### src/rtl/reg_write_scoreboard.sv
// reg_write_scoreboard
//   Decodes an AW-bit register address into a registered one-hot write
//   enable for the register file and tracks outstanding writes per register.
//
//   Ports:
//     gclk          rising-edge clock
//     grst          synchronous active-high reset
//     issue_valid   mark issue_addr as having a write in flight
//     issue_addr    destination register of the issued write
//     issue_ready   comb; issue accepted this cycle when high
//     commit_valid  write data for commit_addr available this cycle
//     commit_addr   register being written
//     rd_addr_a/b   source operand addresses
//     hazard_a/b    comb; operand has a pending write (registered state only)
//     we_onehot     registered one-hot load enable, one cycle after commit
//     pending       registered scoreboard
//     pend_count    registered popcount of pending
//     err           sticky; commit to a register that was not pending

// One scoreboard entry. ZERO ties the entry off for a hard-wired register.
module reg_write_scoreboard_slot #(
  parameter bit ZERO = 1'b0
) (
  input  logic gclk,
  input  logic grst,
  input  logic set,
  input  logic clr,
  output logic pend_d,
  output logic pend,
  output logic we
);
  // set wins over clr so a same-cycle issue/commit leaves the entry busy
  assign pend_d = !ZERO && (set | (pend & ~clr));

  always_ff @(posedge gclk) begin
    if (grst) begin
      pend <= 1'b0;
      we   <= 1'b0;
    end else begin
      pend <= pend_d;
      we   <= !ZERO && clr;
    end
  end
endmodule

module reg_write_scoreboard #(
  parameter int AW       = 3,
  parameter bit ZERO_REG = 1'b0,
  localparam int NREG    = 1 << AW
) (
  input  logic            gclk,
  input  logic            grst,
  input  logic            issue_valid,
  input  logic [AW-1:0]   issue_addr,
  output logic            issue_ready,
  input  logic            commit_valid,
  input  logic [AW-1:0]   commit_addr,
  input  logic [AW-1:0]   rd_addr_a,
  input  logic [AW-1:0]   rd_addr_b,
  output logic            hazard_a,
  output logic            hazard_b,
  output logic [NREG-1:0] we_onehot,
  output logic [NREG-1:0] pending,
  output logic [AW:0]     pend_count,
  output logic            err
);
  typedef struct packed {
    logic          vld;
    logic [AW-1:0] addr;
  } req_t;

  req_t            iss, cmt;
  logic [NREG-1:0] set_vec, clr_vec, pend_d;
  logic            err_hit;

  assign iss = '{vld: issue_valid,  addr: issue_addr};
  assign cmt = '{vld: commit_valid, addr: commit_addr};

  // With ZERO_REG the register-0 entry never goes busy, so ready stays high
  // there and the issue collapses to a no-op inside the slot.
  assign issue_ready = ~pending[iss.addr];
  assign hazard_a    = pending[rd_addr_a];
  assign hazard_b    = pending[rd_addr_b];

  // A commit to hard-wired register 0 is legal and never flags an error.
  assign err_hit = cmt.vld && !pending[cmt.addr] &&
                   !(ZERO_REG && (cmt.addr == '0));

  for (genvar i = 0; i < NREG; i++) begin : g_slot
    assign set_vec[i] = iss.vld & issue_ready & (iss.addr == AW'(i));
    assign clr_vec[i] = cmt.vld & (cmt.addr == AW'(i));

    reg_write_scoreboard_slot #(
      .ZERO (ZERO_REG && (i == 0))
    ) u_slot (
      .gclk   (gclk),
      .grst   (grst),
      .set    (set_vec[i]),
      .clr    (clr_vec[i]),
      .pend_d (pend_d[i]),
      .pend   (pending[i]),
      .we     (we_onehot[i])
    );
  end

  function automatic logic [AW:0] popcnt(input logic [NREG-1:0] v);
    logic [AW:0] c;
    c = '0;
    for (int k = 0; k < NREG; k++) c = c + (AW+1)'(v[k]);
    return c;
  endfunction

  // Count the next-state vector so the registered count tracks pending exactly.
  always_ff @(posedge gclk) begin
    if (grst) begin
      pend_count <= '0;
      err        <= 1'b0;
    end else begin
      pend_count <= popcnt(pend_d);
      err        <= err | err_hit;
    end
  end
endmodule

### config.mk
export PLATFORM = sky130hd
export DESIGN_NAME = reg_write_scoreboard
export DESIGN_NICKNAME = d
export VERILOG_FILES = /design/src/rtl/reg_write_scoreboard.sv
export SDC_FILE = /design/constraint.sdc
export NUM_CORES = 1
export LEC_CHECK = 0
export BUFFER_PORTS_ARGS = -buffer_cell sky130_fd_sc_hd__buf_2
export CORE_AREA = 2 2 56 58
export CTS_CLUSTER_SIZE = 24
export DETAILED_ROUTE_END_ITERATION = 10
export DIE_AREA = 0 0 58 60
export PLACE_DENSITY = 0.73
export SYNTH_ARGS = -nofsm -noshare
export SYNTH_HDL_FRONTEND = slang
export SYNTH_SLANG_ARGS = --single-unit
### constraint.sdc
create_clock -name gclk -period 4 [get_ports gclk]
set_input_delay 0.8 -clock gclk [delete_from_list [all_inputs] [get_ports gclk]]
set_output_delay 0.8 -clock gclk [all_outputs]
set_load 0.01 [all_outputs]
# After elaboration in Yosys (flattened, before gate mapping)
# Cells that the tools add are included.
[op_classes]
add_sub_neg = 7
magnitude_cmp = 4
eq_ne = 14
mux = 8
n_bitwise = 43
reduce_logical = 4
[op_table]
columns = ["operator", "count"]
rows = [
  ["$and A1 B1 Y1", 25],
  ["$eq A3 B3 Y1 const B", 8],
  ["$add A4 B1 Y4", 4],
  ["$lt A3 B4 Y1 const B", 4],
  ["$bmux W1 S3", 4],
  ["$eq A3 B2 Y1 const B", 4],
  ["$not A1 Y1", 9],
  ["$or A1 B1 Y1", 9],
  ["$eq A3 B1 Y1 const B", 2],
  ["$logic_not A3 Y1", 2],
  ["$add A3 B1 Y4", 1],
  ["$mux W1", 4],
  ["$add A2 B1 Y3", 1],
  ["$add A1 B1 Y2", 1],
  ["$logic_and A1 B1 Y1", 1],
  ["$logic_not A1 Y1", 1],
]
[word_totals]
reg_bits = 21
inputBits = 16
output_inout_bits = 24
elab_cells = 98

# Longest topological paths before layout
# Gate-level depths: netlist (run 1).
[depth]
depth_word = 13
mapped_depth = 14
ltp_nobuf = 13

# Hierarchy
# A second synthesis (run 1) with hierarchy kept.
[unflattened]
hier_cells = 128
hier_area_um2 = 1302.5
[by_module_without_submodules]
columns = ["mod", "instances", "cells_per_inst", "area_each_um2", "seq_area_each_um2"]
rows = [
  ["reg_write_scoreboard", 1, 72, 691.9, 100.1],
  ["reg_write_scoreboard_slot", 8, 7, 76.3, 40.0],
]

# Worst setup path after synthesis (run 1)
# OpenSTA, ideal clock, no wires.
[synth_timing]
kind = "input to register"
start = "input port issue_addr[0]"
end = "register pend_count[2]"
setup_ns = 0.128
arrival_time_ns = 3.766
required_ns = 3.872
slack_ns = 0.106
path_stages = 14
path_buffers = 1
path_cell_list = "buf_2 -> nand2b_1 -> or4_1 -> nand2_1 -> fa_1 -> fa_1 -> inv_1 -> fa_1 -> inv_1 -> ha_1 -> inv_1 -> fa_1 -> xor2_1 -> nor2_1"
[synth_via]
elab_chain_len = 13
word_cells_on_any_way = 35
classes_between = "add/sub (7); eq/ne (7); mux (2); bitwise (18); reduce/logical (1)"
[synth_rtl]
columns = ["element", "line_no", "rtl"]
rows = [
  ["start, declared", "54", "input logic [AW-1:0] issue_addr,"],
  ["$bmux W1 S3", "81", "assign issue_ready = ~pending[iss.addr];"],
  ["$mux W1 (not written as such)", "81", ""],
  ["$not A1 Y1", "81", ""],
  ["$and A1 B1 Y1", "90", "assign set_vec[i] = iss.vld & issue_ready & (iss.addr == AW'(i));"],
  ["$and A1 B1 Y1 *", "90", ""],
  ["$or A1 B1 Y1 *", "33", "assign pend_d = !ZERO && (set | (pend & ~clr));"],
  ["via g_slot[0].u_slot.pend_d", "28", "output logic pend_d,"],
  ["$add A1 B1 Y2 *", "109", "for (int k = 0; k < NREG; k++) c = c + (AW+1)'(v[k]);"],
  ["$add A2 B1 Y3 *", "109", ""],
  ["$add A3 B1 Y4 *", "109", ""],
  ["$add A4 B1 Y4 * (4 in a row)", "109", ""],
  ["end signal, assigned", "119", "pend_count <= popcnt(pend_d);"],
  ["end, declared", "64", "output logic [AW:0] pend_count,"],
]
# The timed path passes the listed nets; every way through them passes the cells marked *. The select of a mux whose other input is x is not followed.
# A chain may end at the register's enable or synchronous reset.

# Worst setup path in the final report (run 1)
[layout_timing]
start = "input port issue_addr[0]"
end = "register pend_count[1]"
# Same word-level chain as after synthesis.

==> results of run 1 <==
==> power breakdown <==
part	leakage, nW	switching [W]	internal [W]
clock network	0.0139	0.0000705	0.0000383
logic	0.497	0.0000498	0.0000440
registers	0.171	0.00000729	0.000218
total	0.681	0.000128	0.000301
==> how the worst min path moves through the flow <==
| stage | to | start | cells past startpoint | slack, ns |
|---|---|---|---|---|
| after floorplan | g_slot[4].u_slot.pend | g_slot[4].u_slot.pend | 2 | 0.51 |
| after global placement | err | err | 2 | 0.53 |
| after detailed placement | err | err | 2 | 0.55 |
| after CTS | err | err | 2 | 0.58 |
| after global routing | g_slot[0].u_slot.pend | g_slot[0].u_slot.pend | 2 | 0.66 |
| final | err | err | 2 | 0.57 |
==> cell type report <==
| type | instances | area share, % |
|---|---|---|
| multi-input combinational | 76 | 45.93 |
| clock buffer | 3 | 1.575 |
| timing repair buffer | 46 | 17.32 |
| sequential | 21 | 29.40 |
| tap | 33 | 2.887 |
| clock inverter | 1 | 0.5249 |
| inverter | 9 | 2.362 |
==> cells by family after synthesis <==
| kind of cell | count (synthesis) | share of synthesized area, % |
|---|---|---|
| AND/OR/NAND/NOR | 35 | 14.70 |
| buffers and inverters | 30 | 14.50 |
| AO/OA/AOI/OAI | 21 | 10.72 |
| flip-flops | 21 | 33.37 |
| multiplexers | 12 | 16.68 |
| adder cells (fa/ha/maj) | 7 | 9.335 |
| XOR/XNOR | 1 | 0.6953 |
==> sequential cells by signal, summed over array words and instances (netlist names) <==
| register | cells |
|---|---|
| g_slot.u_slot.pend | 8 |
| g_slot.u_slot.we | 8 |
| pend_count | 4 |
| err | 1 |
==> synthesized netlist by cell type <==
cell | count | area share [%]
nand3_1 | 1 | 0.40
a41o_1 | 1 | 0.79
nand4_1 | 1 | 0.50
buf_4 | 16 | 9.5
a211oi_1 | 2 | 1.2
mux2i_1 | 3 | 2.4
or4_1 | 4 | 2.4
o31ai_1 | 3 | 1.8
or2b_1 | 1 | 0.60
a31oi_1 | 1 | 0.50
dfxtp_1 | 21 | 33
mux4_2 | 7 | 13
or2_1 | 1 | 0.50
a21oi_1 | 8 | 3.2
xor2_1 | 1 | 0.70
and2_1 | 1 | 0.50
nor2b_1 | 1 | 0.50
nor3_1 | 4 | 1.6
nor3b_1 | 1 | 0.60
ha_1 | 3 | 3.0
inv_1 | 9 | 2.7
buf_2 | 2 | 0.79
nor4_1 | 1 | 0.50
buf_6 | 1 | 0.89
nand2_1 | 6 | 1.8
or2_2 | 1 | 0.50
fa_1 | 4 | 6.4
clkbuf_1 | 2 | 0.60
nor2_1 | 8 | 2.4
nand2b_1 | 3 | 1.5
or3_1 | 1 | 0.50
mux2_2 | 2 | 1.8
a41oi_1 | 3 | 2.1
o21ai_0 | 3 | 1.2
==> per-stage QoR <==
step / util [%] / cell area [sq um] / TNS (ns)
6_report: 49.27 / 1430 / 0
3_5_place_dp: 48.23 / 1400 / -0.09440
4_1_cts: 49.27 / 1430 / 0
5_1_grt: 49.27 / 1430 / 0
3_3_place_gp: 48.23 / 1400 / 0
2_1_floorplan: - / 1260 / 0
==> routing by layer <==
| layer | global-route usage, % | vias to the layer above | wire, microns |
|---|---|---|---|
| li1 | - | 498 | - |
| met1 | 19.51 | 519 | 1093 |
| met2 | 30.52 | 27 | 1629 |
| met3 | 2.381 | 5 | 116 |
| met4 | 7.641 | 0 | 41 |
| met5 | 0 | - | 0 |
==> worst min-delay path: stages (launching register included) <==
cell	delay, ns
dfxtp_1	0.35
a41oi_1	0.05
a31oi_1	0.14
==> impl_metrics.ini, run 1 <==
[timing]
fin_crit_sh_pct = 93.40
drv_slew = 0
fin_worst_skew_ns = 0.008274
maxSlewHeadroom_pct = 69.65
setup_violations = 0
fin_ws_ns = 0.2641
holdWs_ns = 0.5679
hold_viol_final = 0
max_freq_ghz = 0.2677
rsz0062_at_grt = no
worst-slew-pin-transition_ns = 0.4513
fin_crit_ns = 3.736

[cells_and_area]
multiInputGateArea_sq_um = 656.9
stdcell_count = 189
final_cell_mix = buf_2 (39), dfxtp_1 (21), inv_1 (9), nor2_1 (8), a21oi_1 (8)
syn_to_final_growth_pct = 13.51
register_area_sq_um = 420.4
diodes = 0
layout_commonest_cell = buf_2
final_nets = 180
fill_cells = 285
layout-drive-gt1-share_pct = 38.46

[worst_setup_path]
r2r_cells = 11
r2r-end = pend_count[1]
crit_start = issue_addr[0]
cp_slowest_cell = fa_1
path_delay_family = adder cells
worstSetupPathType = in -> reg
cp-end-kind = flip-flop
path_depth = 13
crit_top_cell = fa_1
crit_buf_inv = 4
path_max_fanout = 4
rrSetupSlack_ns = 0.53
cp-start-kind = input port
arrival_ns = 3.99
r2r-start = g_slot[0].u_slot.pend
crit_chain = buf_2 -> nand2b_1 -> or4_1 -> nand2_1 -> fa_1 -> fa_1 -> inv_1 -> fa_1 -> inv_1 -> ha_1 -> inv_1 -> fa_1 -> nor2_1
max_stage_delay_ns = 0.51
crit_required_ns = 4.25
endpoint = pend_count[1]

[global_routing]
grt_pass1_vias = 1006
grt_util_all_layers_pct = 16.78
grt_max_degree = 19
antenna_found_initial = 0
grt_overflow = 0
grt_pass1_wl_mm = 4.429

[floorplan]
dieArea_sq_mm = 0.003480
rows = 20
die-height_microns = 60
num_io_pins = 40
core_area_sq_mm = 0.002903
initial_core_util_pct = 43.41
fp.dieW_microns = 58

[job]
cap_violations = 0

[placement]
place.gp.congestion = 0.8653
placed_cells = 185
dp_hpwl_mm = 2.190
io_buffers = 39
dpl_worst_slack_ns = -0.05623

[cts]
cts_tree = built
cts_resized = 0
cts_root_buf = clkbuf_4
hold_buffers = 0
htreeDepth = 1
cts_buffers = 3
path_clk_slew_ns = 0.12
cts_buffer_depth = 2
worstSkewPairLatency_ns = 0.32
post_cts_buffers = 0
cts_sinks = 21

[power]
fin_total_pwr_w = 0.0004283
power-per-cell-area_mw_per_mm2 = 299.5
irDropWorstVdd_uv = 167.1
leakage_nw = 0.6812

[run_status]
outcome = completed

[detailed_routing]
viasPerCell = 5.550
routed_wl_mm = 2.881
drc = 0
ant_nets = 0
wl_per_cell_microns = 15.24
num_vias = 1049
dr.pass1.iters = 4
drt_iter0_drc = 29

[synthesis]
syn_area_sq_mm = 0.001260
ys_seq_area_share_pct = 33.37
ys_warn_count = 0
syn_inst = 127
ys_ff_latch = 21
synthDistinctLibCells = 34
syn_nets = 150
syn_area_per_cell_sq_um = 9.921

[min_path]
hold_class = reg -> reg
No activity file was read; power rests on OpenSTA's default activity.
==> inputs of run 2 (changes only) <==
RECOVER_POWER = 100   (was not set)
==> impl_metrics.ini, run 2 (synthesis results as in run 1) <==
[floorplan]
num_io_pins = 40
initial_core_util_pct = 43.41
fp.dieW_microns = 58
rows = 20
dieArea_sq_mm = 0.003480
die-height_microns = 60
core_area_sq_mm = 0.002903

[power]
irDropWorstVdd_uv = 163.6
fin_total_pwr_w = 0.0004245
power-per-cell-area_mw_per_mm2 = 306.5
leakage_nw = 0.5704

[min_path]
min_path_cells = 2
hold_class = reg -> reg

[worst_setup_path]
cp-start-kind = input port
crit_top_cell = fa_1
max_stage_delay_ns = 0.61
path_delay_family = adder cells
arrival_ns = 4.03
crit_chain = clkbuf_1 -> or4_1 -> nand2_1 -> fa_1 -> fa_1 -> inv_1 -> fa_1 -> inv_1 -> ha_1 -> inv_1 -> fa_1 -> nor2_1
crit_required_ns = 4.25
r2r_cells = 11
path_max_fanout = 7
cp-end-kind = flip-flop
worstSetupPathType = in -> reg
cp_slowest_cell = or4_1
crit_buf_inv = 4
path_depth = 12

[timing]
worst-slew-pin-transition_ns = 0.4537
fin_crit_sh_pct = 94.52
fin_ws_ns = 0.2191
holdWs_ns = 0.5747
fin_worst_skew_ns = 0.009951
maxSlewHeadroom_pct = 69.50
max_freq_ghz = 0.2645
drv_slew = 0
fin_crit_ns = 3.781
setup_violations = 0
hold_viol_final = 0
rsz0062_at_grt = no

[job]
cap_violations = 0

[detailed_routing]
drc = 0
routed_wl_mm = 2.857
viasPerCell = 5.561
ant_nets = 0
drt_iter0_drc = 38
num_vias = 1051
dr.pass1.iters = 4
wl_per_cell_microns = 15.12

[cts]
worstSkewPairLatency_ns = 0.32
cts_buffer_depth = 2
htreeDepth = 1
cts_tree = built
post_cts_buffers = 0
hold_buffers = 0
cts_resized = 0
cts_sinks = 21
cts_buffers = 3
path_clk_slew_ns = 0.12
cts_root_buf = clkbuf_4

[placement]
dp_hpwl_mm = 2.190
dpl_worst_slack_ns = -0.05623
placed_cells = 185
io_buffers = 39
dpl_cell_area_sq_mm = 0.001400
place.gp.congestion = 0.8653

[global_routing]
antenna_found_initial = 0
grt_max_degree = 19
grt_pass1_wl_mm = 4.429
grt_overflow = 0
grt_pass1_vias = 1006
grt_util_all_layers_pct = 16.78

[cells_and_area]
final_cell_mix = clkbuf_1 (28), dfxtp_1 (21), buf_2 (15), inv_1 (9)
layout_commonest_cell = clkbuf_1
register_area_sq_um = 420.4
fin_area_sq_mm = 0.001385
layout-drive-gt1-share_pct = 20.51
diodes = 0
fill_cells = 299
largestRegisters = g_slot.u_slot.pend (8), g_slot.u_slot.we (8), pend_count (4)
final_nets = 180
syn_to_final_growth_pct = 9.931
multiInputGateArea_sq_um = 656.9
stdcell_count = 189

[run_status]
outcome = completed
-- run 2: routing by layer --
| layer | up-vias | wire length (microns) | track usage, % |
|---|---|---|---|
| met5 | - | 0 | 0 |
| met3 | 11 | 101 | 2.381 |
| met2 | 31 | 1592 | 30.52 |
| li1 | 499 | - | - |
| met1 | 510 | 1092 | 19.51 |
| met4 | 0 | 70 | 7.641 |
-- run 2: area by class of cell --
cell class                 count  share of cell area [%]
tap                           33                   2.981
clock buffer                   3                   1.626
sequential                    21                   30.35
timing repair buffer          46                   14.63
clock inverter                 1                  0.5420
inverter                       9                   2.439
multi-input combinational     76                   47.43
-- run 2: power breakdown --
| part | switching [W] | internal (W) |
|---|---|---|
| combinational | 0.0000495 | 0.0000394 |
| sequential | 0.00000759 | 0.000218 |
| clock | 0.0000714 | 0.0000383 |
| total | 0.000128 | 0.000296 |
-- run 2: final timing paths --
path                    startpoint            end  slack (ns)
max reg2reg  g_slot[0].u_slot.pend  pend_count[1]        0.53
max                  issue_addr[1]  pend_count[1]        0.22
min reg2reg                    err            err        0.57
min                            err            err        0.57
-- run 2: stage by stage --
step / setup TNS (ns) / util (%)
detailed placement: -0.09440 / 48.23
global route: 0 / 47.72
floorplan: 0 / -
CTS: 0 / 49.27
finish: 0 / 47.72
global placement: 0 / 48.23
-- run 2: worst reg2reg max path, stage by stage, from the launching register on --
cell,delay [ns]
dfxtp_1,0.41
or4_1,0.55
nand2_1,0.12
fa_1,0.41
fa_1,0.50
inv_1,0.06
fa_1,0.51
inv_1,0.04
ha_1,0.20
inv_1,0.08
fa_1,0.41
nor2_1,0.12
==> inputs of run 3 (changes only) <==
BUFFER_PORTS_ARGS = -buffer_cell sky130_fd_sc_hd__clkbuf_2   (was -buffer_cell sky130_fd_sc_hd__buf_2)
==> impl_metrics.ini, run 3 (synthesis results as in run 1) <==
[detailed_routing]
viasPerCell = 5.598
drc = 0
drt_iter0_drc = 60
num_vias = 1058
dr.pass1.iters = 5
wl_per_cell_microns = 14.95
routed_wl_mm = 2.825
ant_nets = 0

[power]
power-per-cell-area_mw_per_mm2 = 301.6
irDropWorstVdd_uv = 215.5
leakage_nw = 0.5710

[timing]
hold_viol_final = 0
fin_crit_ns = 3.775
setup_violations = 0
maxSlewHeadroom_pct = 71.20
fin_worst_skew_ns = 0.006880
drv_slew = 0
max_freq_ghz = 0.2649
worst-slew-pin-transition_ns = 0.4283
rsz0062_at_grt = no
fin_crit_sh_pct = 94.38
holdWs_ns = 0.5774

[worst_setup_path]
arrival_ns = 3.97
cp-end-kind = flip-flop
cp_slowest_cell = or4_1
cp-start-kind = input port
crit_required_ns = 4.19
crit_top_cell = fa_1
max_stage_delay_ns = 0.58
crit_chain = clkbuf_1 -> or4_1 -> nand2_1 -> fa_1 -> fa_1 -> inv_1 -> fa_1 -> inv_1 -> ha_1 -> inv_1 -> fa_1 -> xor2_1 -> nor2_1
worstSetupPathType = in -> reg
path_max_fanout = 6

[floorplan]
num_io_pins = 40
fp.dieW_microns = 58
rows = 20
initial_core_util_pct = 43.41
dieArea_sq_mm = 0.003480
die-height_microns = 60
core_area_sq_mm = 0.002903

[cts]
hold_buffers = 0
cts_root_buf = clkbuf_4
cts_sinks = 21
htreeDepth = 1
cts_buffers = 3
cts_buffer_depth = 2
cts_tree = built
worstSkewPairLatency_ns = 0.31
cts_resized = 0
path_clk_slew_ns = 0.11
post_cts_buffers = 0

[job]
cap_violations = 0

[global_routing]
grt_max_degree = 19
grt_overflow = 0
antenna_found_initial = 0
grt_pass1_vias = 1034
grt_util_all_layers_pct = 17.11
grt_pass1_wl_mm = 4.533

[placement]
place.gp.congestion = 0.8991
dp_hpwl_mm = 2.186
io_buffers = 39
placed_cells = 185
dpl_cell_area_sq_mm = 0.001400

[cells_and_area]
diodes = 0
final_cell_mix = clkbuf_1 (30), dfxtp_1 (21), clkbuf_2 (12), inv_1 (9)
final_nets = 180
fin_area_sq_mm = 0.001383
multiInputGateArea_sq_um = 656.9
layout_commonest_cell = clkbuf_1
stdcell_count = 189
largestRegisters = g_slot.u_slot.pend (8), g_slot.u_slot.we (8), pend_count (4)
fill_cells = 296
syn_to_final_growth_pct = 9.732
register_area_sq_um = 420.4
layout-drive-gt1-share_pct = 19.23

[min_path]
hold_class = reg -> reg

[run_status]
outcome = completed
==> run 3: changes by cell type in the layout (fill, tap and decap cells not counted), sizes merged <==
| cell | before | now |
|---|---|---|
| clkinv | 0 | 1 |
| clkinvlp | 1 | 0 |
| clkbuf | 31 | 45 |
| buf | 18 | 4 |
==> run 3: path summary, 6_finish.rpt <==
check             slack [ns]  depth (start not counted)       endpoint                  start
hold reg to reg         0.58                          2            err                    err
setup / recovery        0.22                         13  pend_count[2]          issue_addr[2]
setup reg to reg        0.50                         12  pend_count[2]  g_slot[0].u_slot.pend
hold / removal          0.58                          2            err                    err
==> run 3: per-layer routing <==
metal,track usage [%],part of all wire (%),vias up
met5,0,0,-
met4,7.641,2.0,0
met3,3.463,4.6,8
met2,29.22,55,35
met1,20.87,38,517
li1,-,-,498
==> run 3: stage by stage <==
stage	util (%)	power (W)	setup slack, ns	setup TNS (ns)
after global routing	47.63	0.0004423	0.1067	0
after CTS	49.18	0.0004262	0.2723	0
after detailed placement	48.23	0.0003260	-0.04380	-0.06162
after floorplan	-	0.0002909	0.1062	0
final	47.63	0.0004170	0.2248	0
after global placement	48.23	0.0003202	0.04429	0
==> run 3: report_power, final <==
part | total [W] | switching [W] | internal (W)
sequential | 0.000226 | 0.00000738 | 0.000218
clock | 0.000100 | 0.0000628 | 0.0000373
combinational | 0.0000912 | 0.0000512 | 0.0000400
==> run 3: worst max-delay path, delay by kind of cell <==
kind                     cells  cell delay (ns)
adder cells (fa/ha/maj)      5             1.92
XOR/XNOR                     1             0.14
AND/OR/NAND/NOR              3             0.76
buffers and inverters        4             0.34
==> run 3: cell type report <==
type,count,share of cell area (%)
clock inverters,1,0.3620
repair buffers,46,14.66
flip-flops and latches,21,30.41
well taps,33,2.986
inverters,9,2.443
clock buffers,3,1.629
multi-input cells,76,47.51
